`src/rtl/pong_core_param.sv`:
```
// Two-player paddle/ball game engine: paddle tracking, ball motion, scoring and serve
// control, with a registered RGB332 renderer driven by the VGA scan position.
module pong_core_param #(
   parameter int H_DISP      = 800,
   parameter int V_DISP      = 600,
   parameter int WALL        = 40,
   parameter int BALL        = 40,
   parameter int PAD_W       = 100,
   parameter int PAD_H       = 20,
   parameter int PAD_STEP    = 20,
   parameter int TICK        = 500000,
   parameter int BALL_SPD    = 1,
   parameter int SERVE_TICKS = 100,
   parameter int SCORE_W     = 4,
   parameter int WIN_SCORE   = 9
) (
   input  logic               clk,
   input  logic               rst_n,
   input  logic               key_flag1,
   input  logic               key_flag2,
   input  logic               key_flag3,
   input  logic               key_flag4,
   input  logic               start,
   input  logic [9:0]         vga_xide,
   input  logic [9:0]         vga_yide,
   output logic [7:0]         vga_data,
   output logic [SCORE_W-1:0] score_bot,
   output logic [SCORE_W-1:0] score_top,
   output logic               game_over
);

   localparam int CNT_W = (TICK > 1) ? $clog2(TICK) : 1;
   localparam int SRV_W = (SERVE_TICKS > 1) ? $clog2(SERVE_TICKS) : 1;

   localparam logic [10:0] HD       = 11'(H_DISP);
   localparam logic [10:0] VD       = 11'(V_DISP);
   localparam logic [10:0] WL       = 11'(WALL);
   localparam logic [10:0] BS       = 11'(BALL);
   localparam logic [10:0] PW       = 11'(PAD_W);
   localparam logic [10:0] PH       = 11'(PAD_H);
   localparam logic [10:0] STEP     = 11'(PAD_STEP);
   localparam logic [10:0] SPD      = 11'(BALL_SPD);
   localparam logic [10:0] BX0      = 11'((H_DISP - BALL) / 2);
   localparam logic [10:0] BY0      = 11'((V_DISP - BALL) / 2);
   localparam logic [10:0] PAD0     = 11'((H_DISP - PAD_W) / 2);
   localparam logic [10:0] PAD_MAX  = 11'(H_DISP - WALL - PAD_W);
   localparam logic [10:0] BX_MAX   = 11'(H_DISP - WALL - BALL);
   localparam logic [10:0] BY_BOT   = 11'(V_DISP - PAD_H - BALL);
   localparam logic [10:0] RIGHT_IN = 11'(H_DISP - WALL);
   localparam logic [10:0] BOT_LINE = 11'(V_DISP - PAD_H);

   localparam logic [CNT_W-1:0]   CNT_LAST  = CNT_W'(TICK - 1);
   localparam logic [SRV_W-1:0]   SRV_LAST  = SRV_W'(SERVE_TICKS - 1);
   localparam logic [SCORE_W-1:0] SCORE_MAX = {SCORE_W{1'b1}};

   localparam logic [7:0] COL_OFF   = 8'h00;
   localparam logic [7:0] COL_BLUE  = 8'h03;
   localparam logic [7:0] COL_BLACK = 8'h00;
   localparam logic [7:0] COL_GREEN = 8'h1C;
   localparam logic [7:0] COL_WHITE = 8'hFF;
   localparam logic [7:0] COL_RED   = 8'hE0;

   typedef enum logic [2:0] {
      IDLE,
      SERVE,
      PLAY,
      POINT,
      OVER
   } state_t;

   state_t               state, state_nxt;
   logic [CNT_W-1:0]     cnt;
   logic                 tick;
   logic [SRV_W-1:0]     srv_cnt, srv_cnt_nxt;
   logic [10:0]          bx, by, bx_nxt, by_nxt;
   logic                 x_right, x_right_nxt;
   logic                 y_down, y_down_nxt;
   logic                 serve_dir, serve_dir_nxt;
   logic                 scorer_top, scorer_top_nxt;
   logic [SCORE_W-1:0]   score_bot_nxt, score_top_nxt;
   logic [SCORE_W-1:0]   score_inc;
   logic [10:0]          pad_bot, pad_top;
   logic [10:0]          px, py;
   logic                 in_ball, in_bot, in_top;
   logic [7:0]           pix;

   // Clamped paddle step; opposing pulses in the same cycle cancel out.
   function automatic logic [10:0] pad_move(input logic [10:0] x, input logic right,
                                            input logic left);
      pad_move = x;
      if (right && !left) begin
         pad_move = (x + STEP > PAD_MAX) ? PAD_MAX : x + STEP;
      end else if (left && !right) begin
         pad_move = (x < WL + STEP) ? WL : x - STEP;
      end
   endfunction

   assign tick      = (cnt == CNT_LAST);
   assign game_over = (state == OVER);

   always_ff @(posedge clk) begin
      if (!rst_n) begin
         cnt <= '0;
      end else if (tick) begin
         cnt <= '0;
      end else begin
         cnt <= cnt + 1'b1;
      end
   end

   always_ff @(posedge clk) begin
      if (!rst_n) begin
         pad_bot <= PAD0;
         pad_top <= PAD0;
      end else begin
         pad_bot <= pad_move(pad_bot, key_flag1, key_flag2);
         pad_top <= pad_move(pad_top, key_flag3, key_flag4);
      end
   end

   always_ff @(posedge clk) begin
      if (!rst_n) begin
         state      <= IDLE;
         srv_cnt    <= '0;
         bx         <= BX0;
         by         <= BY0;
         x_right    <= 1'b1;
         y_down     <= 1'b1;
         serve_dir  <= 1'b1;
         scorer_top <= 1'b0;
         score_bot  <= '0;
         score_top  <= '0;
      end else begin
         state      <= state_nxt;
         srv_cnt    <= srv_cnt_nxt;
         bx         <= bx_nxt;
         by         <= by_nxt;
         x_right    <= x_right_nxt;
         y_down     <= y_down_nxt;
         serve_dir  <= serve_dir_nxt;
         scorer_top <= scorer_top_nxt;
         score_bot  <= score_bot_nxt;
         score_top  <= score_top_nxt;
      end
   end

   assign score_inc = scorer_top ? ((score_top == SCORE_MAX) ? score_top : score_top + 1'b1)
                                 : ((score_bot == SCORE_MAX) ? score_bot : score_bot + 1'b1);

   // A fresh game (from IDLE or OVER) always serves right and down; later serves
   // alternate horizontally and head toward whoever lost the last point.
   always_comb begin
      state_nxt      = state;
      srv_cnt_nxt    = srv_cnt;
      bx_nxt         = bx;
      by_nxt         = by;
      x_right_nxt    = x_right;
      y_down_nxt     = y_down;
      serve_dir_nxt  = serve_dir;
      scorer_top_nxt = scorer_top;
      score_bot_nxt  = score_bot;
      score_top_nxt  = score_top;
      unique case (state)
         IDLE, OVER: begin
            if (state == IDLE) begin
               bx_nxt = BX0;
               by_nxt = BY0;
            end
            if (start) begin
               state_nxt     = SERVE;
               srv_cnt_nxt   = '0;
               bx_nxt        = BX0;
               by_nxt        = BY0;
               x_right_nxt   = 1'b1;
               y_down_nxt    = 1'b1;
               serve_dir_nxt = 1'b1;
               score_bot_nxt = '0;
               score_top_nxt = '0;
            end
         end
         SERVE: begin
            bx_nxt = BX0;
            by_nxt = BY0;
            if (tick) begin
               if (srv_cnt == SRV_LAST) begin
                  state_nxt = PLAY;
               end else begin
                  srv_cnt_nxt = srv_cnt + 1'b1;
               end
            end
         end
         PLAY: begin
            if (tick) begin
               if (!x_right) begin
                  if (bx < WL + SPD) begin
                     bx_nxt      = WL;
                     x_right_nxt = 1'b1;
                  end else begin
                     bx_nxt = bx - SPD;
                  end
               end else begin
                  if (bx + BS + SPD > RIGHT_IN) begin
                     bx_nxt      = BX_MAX;
                     x_right_nxt = 1'b0;
                  end else begin
                     bx_nxt = bx + SPD;
                  end
               end
               // Paddle hit tests use the ball position from before this tick's move.
               if (y_down) begin
                  if (by + BS + SPD > BOT_LINE) begin
                     if ((bx + BS > pad_bot) && (bx < pad_bot + PW)) begin
                        by_nxt     = BY_BOT;
                        y_down_nxt = 1'b0;
                     end else begin
                        state_nxt      = POINT;
                        scorer_top_nxt = 1'b1;
                     end
                  end else begin
                     by_nxt = by + SPD;
                  end
               end else begin
                  if (by < PH + SPD) begin
                     if ((bx + BS > pad_top) && (bx < pad_top + PW)) begin
                        by_nxt     = PH;
                        y_down_nxt = 1'b1;
                     end else begin
                        state_nxt      = POINT;
                        scorer_top_nxt = 1'b0;
                     end
                  end else begin
                     by_nxt = by - SPD;
                  end
               end
            end
         end
         POINT: begin
            if (scorer_top) begin
               score_top_nxt = score_inc;
            end else begin
               score_bot_nxt = score_inc;
            end
            if (32'(score_inc) >= WIN_SCORE) begin
               state_nxt = OVER;
            end else begin
               state_nxt     = SERVE;
               srv_cnt_nxt   = '0;
               bx_nxt        = BX0;
               by_nxt        = BY0;
               serve_dir_nxt = ~serve_dir;
               x_right_nxt   = ~serve_dir;
               y_down_nxt    = scorer_top;
            end
         end
         default: begin
            state_nxt = IDLE;
         end
      endcase
   end

   always_comb begin
      px      = {1'b0, vga_xide};
      py      = {1'b0, vga_yide};
      in_ball = (px >= bx) && (px < bx + BS) && (py >= by) && (py < by + BS);
      in_bot  = (py >= BOT_LINE) && (px >= pad_bot) && (px < pad_bot + PW);
      in_top  = (py < PH) && (px >= pad_top) && (px < pad_top + PW);
      if (px >= HD || py >= VD) begin
         pix = COL_OFF;
      end else if (px < WL || px >= RIGHT_IN) begin
         pix = COL_BLUE;
      end else if (in_ball) begin
         pix = COL_BLACK;
      end else if (in_bot || in_top) begin
         pix = COL_GREEN;
      end else if (state == OVER) begin
         pix = COL_RED;
      end else begin
         pix = COL_WHITE;
      end
   end

   always_ff @(posedge clk) begin
      if (!rst_n) begin
         vga_data <= COL_OFF;
      end else begin
         vga_data <= pix;
      end
   end

endmodule

```
`config.mk`:
```
export PLATFORM = sky130hd
export DESIGN_NAME = pong_core_param
export DESIGN_NICKNAME = d
export VERILOG_FILES = /design/src/rtl/pong_core_param.sv
export SDC_FILE = /design/constraint.sdc
export NUM_CORES = 1
export LEC_CHECK = 0
export ABC_AREA = 1
export CORE_ASPECT_RATIO = 1.5
export CORE_UTILIZATION = 26
export CTS_CLUSTER_DIAMETER = 100
export DETAILED_ROUTE_END_ITERATION = 7
export PLACE_DENSITY = 0.43
export SETUP_SLACK_MARGIN = 0.4
export SYNTH_ARGS = -nofsm -noshare
export SYNTH_HDL_FRONTEND = slang
export SYNTH_SLANG_ARGS = --single-unit
```
`constraint.sdc`:
```
create_clock -name clk -period 3 [get_ports clk]
set_input_delay 0.6 -clock clk [delete_from_list [all_inputs] [get_ports clk]]
set_output_delay 0.6 -clock clk [all_outputs]
set_load 0.02 [all_outputs]
```
Yosys cells after proc, flatten, opt, wreduce, memory -nomap -nowiden
Index checks and enable logic that the tools add are counted.
{ "word_totals": {"wordCells": 206, "input_bits": 27, "output_inout_bits": 17, "reg_bits": 93} }
{ "classes": {"reduce_logical": 42, "muxes": 75, "bitwise": 2, "n_eq_ne": 26, "order_cmp": 27, "addsub": 18} }
{ "op_table": {"columns": ["operator", "count"], "rows": [
  ["two-way mux 11 bit", 24],
  ["case mux 11 bit (4 select lines)", 2],
  ["adder 11 x 1 -> 11 bit, second input constant", 4],
  ["greater-or-equal comparator 10 x 11 -> 1 bit", 4],
  ["greater-than comparator 11 x 10 -> 1 bit, second input constant", 4],
  ["less-than comparator 10 x 11 -> 1 bit", 4],
  ["greater-or-equal comparator 10 bit, second input constant", 4],
  ["less-than comparator 11 x 6 -> 1 bit, second input constant", 3],
  ["two-way mux 3 bit", 10],
  ["two-way mux 7 bit", 4],
  ["two-way mux 4 bit", 6],
  ["adder 11 x 5 -> 11 bit, second input constant", 2],
  ["adder 11 x 6 -> 11 bit, second input constant", 2],
  ["adder 11 x 7 -> 11 bit, second input constant", 2],
  ["greater-than comparator 11 bit", 2],
  ["less-than comparator 11 bit", 2],
  ["subtractor 11 x 1 -> 11 bit, second input constant", 2],
  ["subtractor 11 x 5 -> 11 bit, second input constant", 2],
  ["case mux 7 bit (3 select lines)", 1],
  ["!= test 2 bit, second input constant", 10],
  ["adder 19 x 1 -> 19 bit, second input constant", 1],
  ["equality test 19 bit, second input constant", 1],
  ["two-way mux 1 bit", 18],
  ["case mux 4 bit (2 select lines)", 2],
  ["other kinds (35)", 74]
]} }

Depth between registers and ports, before layout
{ "depth": {"ltp_word": 8, "mapped_depth": 22, "mapped_depth_nobuf": 21} }

Worst setup path before layout
No wires, ideal clock.
{ "synth_path": {"path_kind": "reg-to-reg", "start": "register bx[7]", "end": "register by[3]", "arrival_time_ns": 2.673, "path_buffers": 2, "stages_incl_launch_ff": 20, "setup_slack_ns": 0.212, "period_less_slack_ns": 2.788, "setup_time_ns": 0.115, "t_required_ns": 2.885, "path_cell_list": "dfxtp_1 > buf_2 > nand2_1 > nor3_1 > nand2_1 > xor2_1 > inv_2 > ha_1 > nand2_1 > nor2_1 > nand3_1 > nand3_1 > nand2_1 > nor2_1 > nor2_1 > nand2_1 > nand3_4 > buf_8 > a21oi_2 > nand2_1"} }
{ "synth_between": {"elab_chain_len": 5, "word_cells_on_any_way": 10, "cone_classes": "add/sub (1); order compare (4); eq/ne (2); reduce/logical (3)"} }
{ "synth_rtl": {"columns": ["item", "line_no", "text"], "rows": [
  ["start: declaration", "75", "logic [10:0] bx, by, bx_nxt, by_nxt;"],
  ["start signal: assignment", "136", "bx <= bx_nxt;"],
  ["adder 11 x 6 -> 11 bit", "212, 224", null],
  ["greater-than comparator 11 bit (on tied branches)", "212, 224", null],
  ["logical AND 1 bit (on tied branches)", "212, 224", null],
  ["!= test 4 bit (no source line)", null, null],
  ["AND reduction 6 bit (no source line) (*)", null, null],
  ["end signal: assignment", "137", "by <= by_nxt;"],
  ["end: declaration", "75", null]
]} }
Mark *: on every way between the ends. The rest lies on a longest branch, timed or not.
A chain may end at the register's enable or synchronous reset.

Worst setup path in the final report
{ "layout_path": {"start": "register bx[4]", "end": "register by[3]"} }
Same word-level chain as after synthesis.

==> summary.md <==
| Metric | Value |
|---|---|
| Crit. Startpoint | `bx[4]` |
| Worst path cell trace | `ha_4, inv_2, nand2_2, nand3_2, xor2_2, inv_2, ha_4, nand2_4, nor2_4, nand3_2, nand3_2, nand2_2, nor2_4, nor2_2, nand2_4, nand3_4, a21oi_2, nand2_1` |
| Post-CTS clock slew at the launch and capture registers of the worst setup and hold paths | `0.08 ns` |
| Timing-limited maximum frequency | `0.383 GHz` |
| Pin count of the biggest net entering global routing | `27` |
| Critical-path maximum fanout | `5` |
| Number of global-route vias before repair | `9811` |
| Count of standard-cell rows | `84` |
| CP Launch Type | `flip-flop` |
| Number of antenna violations at the first check in global routing | `0` |
| Worst slack on hold paths | `0.452 ns` |
| Top cells by area in the synthesized netlist | `dfxtp_1 (18%), ha_1 (17%), nand2_1 (14%)` |
| Synth warn | `0` |
| CP Buf/Inv Count | `2` |
| Worst vdd rail ir drop | `255 uV` |
| Unrepaired setup endpoints after global routing | `true` |
| Clock H-tree levels | `3` |
| Family of cells with the greatest summed delay on the critical path | `simple AND/OR/NAND/NOR gates` |
| Clock tree from TritonCTS | `done` |
| WL per Instance | `17.0 um` |
| Placement-stage cell area | `10700 um2` |
| Post-synthesis cell type count | `56` |
| Transition time of the tightest slew-check pin | `0.661 ns` |
| Most frequently used cell type in the post-synthesis netlist | `nand2_1` |
| Hold path startpoint | `pad_bot[1]` |
| Max-slew violations | `0` |
| Num Clock Sinks | `86` |
| Vertical die dimension | `234 um` |
| Worst-case headroom to the max-slew limit | `55.5%` |
| Number of flip-flops and latches in the synthesized netlist | `86` |
| Vias after detailed routing | `9909` |
| R2R Path Start | `bx[4]` |
| Total I/O pin count | `44` |
| EDFF count, synth | `0` |
| Worst clock skew on the final layout | `0.0159 ns` |
| DRC violation count after routing | `0` |
| Count of endpoints failing setup in the final report | `0` |
| Primary FF master, synth | `dfxtp_1` |
| Most numerous cell types in the synthesized netlist | `nand2_1 (348), nor2_1 (155), inv_1 (138)` |
| Fillers | `3866` |
| Clock tree root buffer cell | `clkbuf_16` |
| Area of the mapped netlist | `9350 um2` |
| GP Congestion | `0.871` |
| Cell with the largest stage delay on the worst path | `dfxtp_4` |
| Post-Syn Area per Cell | `about 6.4 um2` |
| Cell repeated most along the worst path | `nand3_2` |
| Outcome | `finished, final reports clean` |
| Async S/R FF share, synth | `0%` |
| Largest area contributor in the synthesized netlist | `dfxtp_1` |
| Clock tree buffer depth | `2` |
| Area growth syn-to-layout | `25.8%` |
| Post-synth top area share | `around 18%` |
| Total power density per cell area | `slightly below 600 nW/um2` |
| Final-layout setup total negative slack | `0 ns` |
| Area of the core | `35200 um2` |
| Required time of the critical path | `3.27 ns` |
| Worst setup path class | `flip-flop to flip-flop` |
| DIE AREA | `36700 um2` |
| Number of iterations in the first detailed-routing pass | `5` |
| Pre-CTS worst setup slack | `0.0114 ns` |
| Critical Path Max Stage Delay | `about 0.37 ns` |
| Post-Route Utilization | `33.4%` |
| Die Wd | `157 um` |
| Least setup slack across all paths after layout | `between 0.3 and 0.4 ns` |
| Post-route cell area | `11800 um2` |
| Total of max-cap violations | `0` |
| Initial core utilization | `26.5%` |
| Hold/Removal Path Class | `flip-flop to flip-flop` |
| Port Buffer Count | `43` |
| Mean number of vias per cell | `between 4 and 5` |
| Final hold violation count | `0` |
| Overflow after GRT | `0` |
| Post-placement cell count | `2003` |
| Clock buffer count from CTS | `9` |
| Fraction of layout instances using a drive strength above 1 | `17.7%` |
| Count of inserted antenna diode cells | `0` |
| Post-DP HPWL | `27600 um` |
| Post-Route WL | `between 30000 and 40000 um` |
| Leakage component of the power | `roughly 5.3 nW` |
| Worst Path Arrival | `2.88 ns` |
| Nature of the critical path endpoint | `flip-flop` |
| Clock latency on the worst-skew pair | `0.38 ns` |
| Antenna Violating Nets Remaining | `0` |
| Starting DRC count in detailed routing | `454` |
| Net count, final | `1718` |
| Total Power Consumption | `6.79 mW` |
| Fin cells | `2040` |
| Syn nets | `1611` |
| GRT Overall Usage | `between 10% and 20%` |
| Min Clock Period, post-route | `2.61 ns` |
| Part of the Yosys area used for sequential elements | `between 10% and 20%` |
| Post-synthesis instance total | `1455` |
| Fin crit share | `87.0%` |
| Global-route wire length before repair | `53600 um` |
-- metal layers --
layer,global-route usage (%),up-vias,routed length (um)
met5,0,-,0
li1,-,5079,-
met2,38.3,163,19000
met4,11.4,0,1930
met1,19.2,4584,13000
met3,2.44,83,808
-- logic make-up after synthesis --
| logic type | synth area share, % |
|---|---|
| simple gates | 34.5 |
| buf+inv | 8.47 |
| xor+xnor | 6.17 |
| flops | 18.4 |
| fa+ha+maj | 17.3 |
| compound gates | 15.2 |
-- layout by cell type, fill, tap and decap left out, types with 5 or more instances in the layout --
master           synthesis  final
inv_1                  138    128
nor2_2                  10     19
nand3_4                  1      5
xor2_1                  56     45
nand3_1                 89     76
clkdlybuf4s50_1          0     42
ha_4                     0     11
nor4_1                  13     13
o22ai_1                  6      6
nand3_2                  5     16
nand3b_1                 9      9
xnor2_1                  8      8
o211ai_1                12     12
buf_4                    8     81
nor3_1                  32     30
nand2_4                  4      7
o21ai_1                  7      7
nor2_4                   1      5
dfxtp_2                  0     12
or2_2                    6      6
ha_1                   129    115
o21a_1                   7      6
nor2_1                 155    142
nand4_1                 30     30
clkbuf_16                0      9
nand2_1                348    327
o21ai_0                 68     67
a21oi_2                  2      6
o21bai_1                 9      9
inv_2                   17     26
xor2_2                   1     12
dfxtp_1                 86     70
nand2_2                 12     30
a21oi_1                117    111
-- registers in the layout, summed over array words and instances (netlist names) --
signal and cells:
bx 11, by 11, cnt 19, pad_bot 10, pad_top 10, score_bot 4
score_top 4, scorer_top 1, serve_dir 1, srv_cnt 7, state 3, vga_data 3
x_right 1, y_down 1
-- path summary, 6_finish.rpt --
| path | slack [ns] | depth (start not counted) | end |
|---|---|---|---|
| max reg2reg | 0.39 | 18 | by[3] |
| max | 0.39 | 18 | by[3] |
| min | 0.45 | 2 | pad_bot[1] |
| min reg2reg | 0.45 | 2 | pad_bot[1] |
-- area by class of cell --
type,instances,area [um2],share of cell area (%)
Inverter,161,612,5.20
Tap cell,473,592,5.03
Sequential cell,86,1750,14.9
Timing Repair Buffer,129,1110,9.40
Clock inverter,5,87.6,0.745
Multi-Input combinational cell,1175,7360,62.6
Clock buffer,11,253,2.15
-- worst reg2reg max path, cell delays in order (launching register included) --
cell,delay [ns]
dfxtp_4,0.37
ha_4,0.17
inv_2,0.04
nand2_2,0.06
nand3_2,0.08
xor2_2,0.21
inv_2,0.11
ha_4,0.30
nand2_4,0.06
nor2_4,0.11
nand3_2,0.08
nand3_2,0.07
nand2_2,0.07
nor2_4,0.17
nor2_2,0.07
nand2_4,0.14
nand3_4,0.16
a21oi_2,0.18
nand2_1,0.06
-- timing repair --
item	in CTS	in global routing
gates resized for setup	70	58
hold buffers	0	0
hold endpoints to repair	0	0
endpoints found under the setup margin	18	29
gates cloned	2	0
buffers inserted	16	3
pin swaps	40	25
-- power breakdown --
group	total (mW)	internal, mW	leakage, nW	switching [mW]
clock	1.37	0.786	0.164	0.585
sequential	1.55	1.31	0.702	0.237
combinational	3.88	1.46	4.42	2.41
No activity file was read; power rests on OpenSTA's default activity.
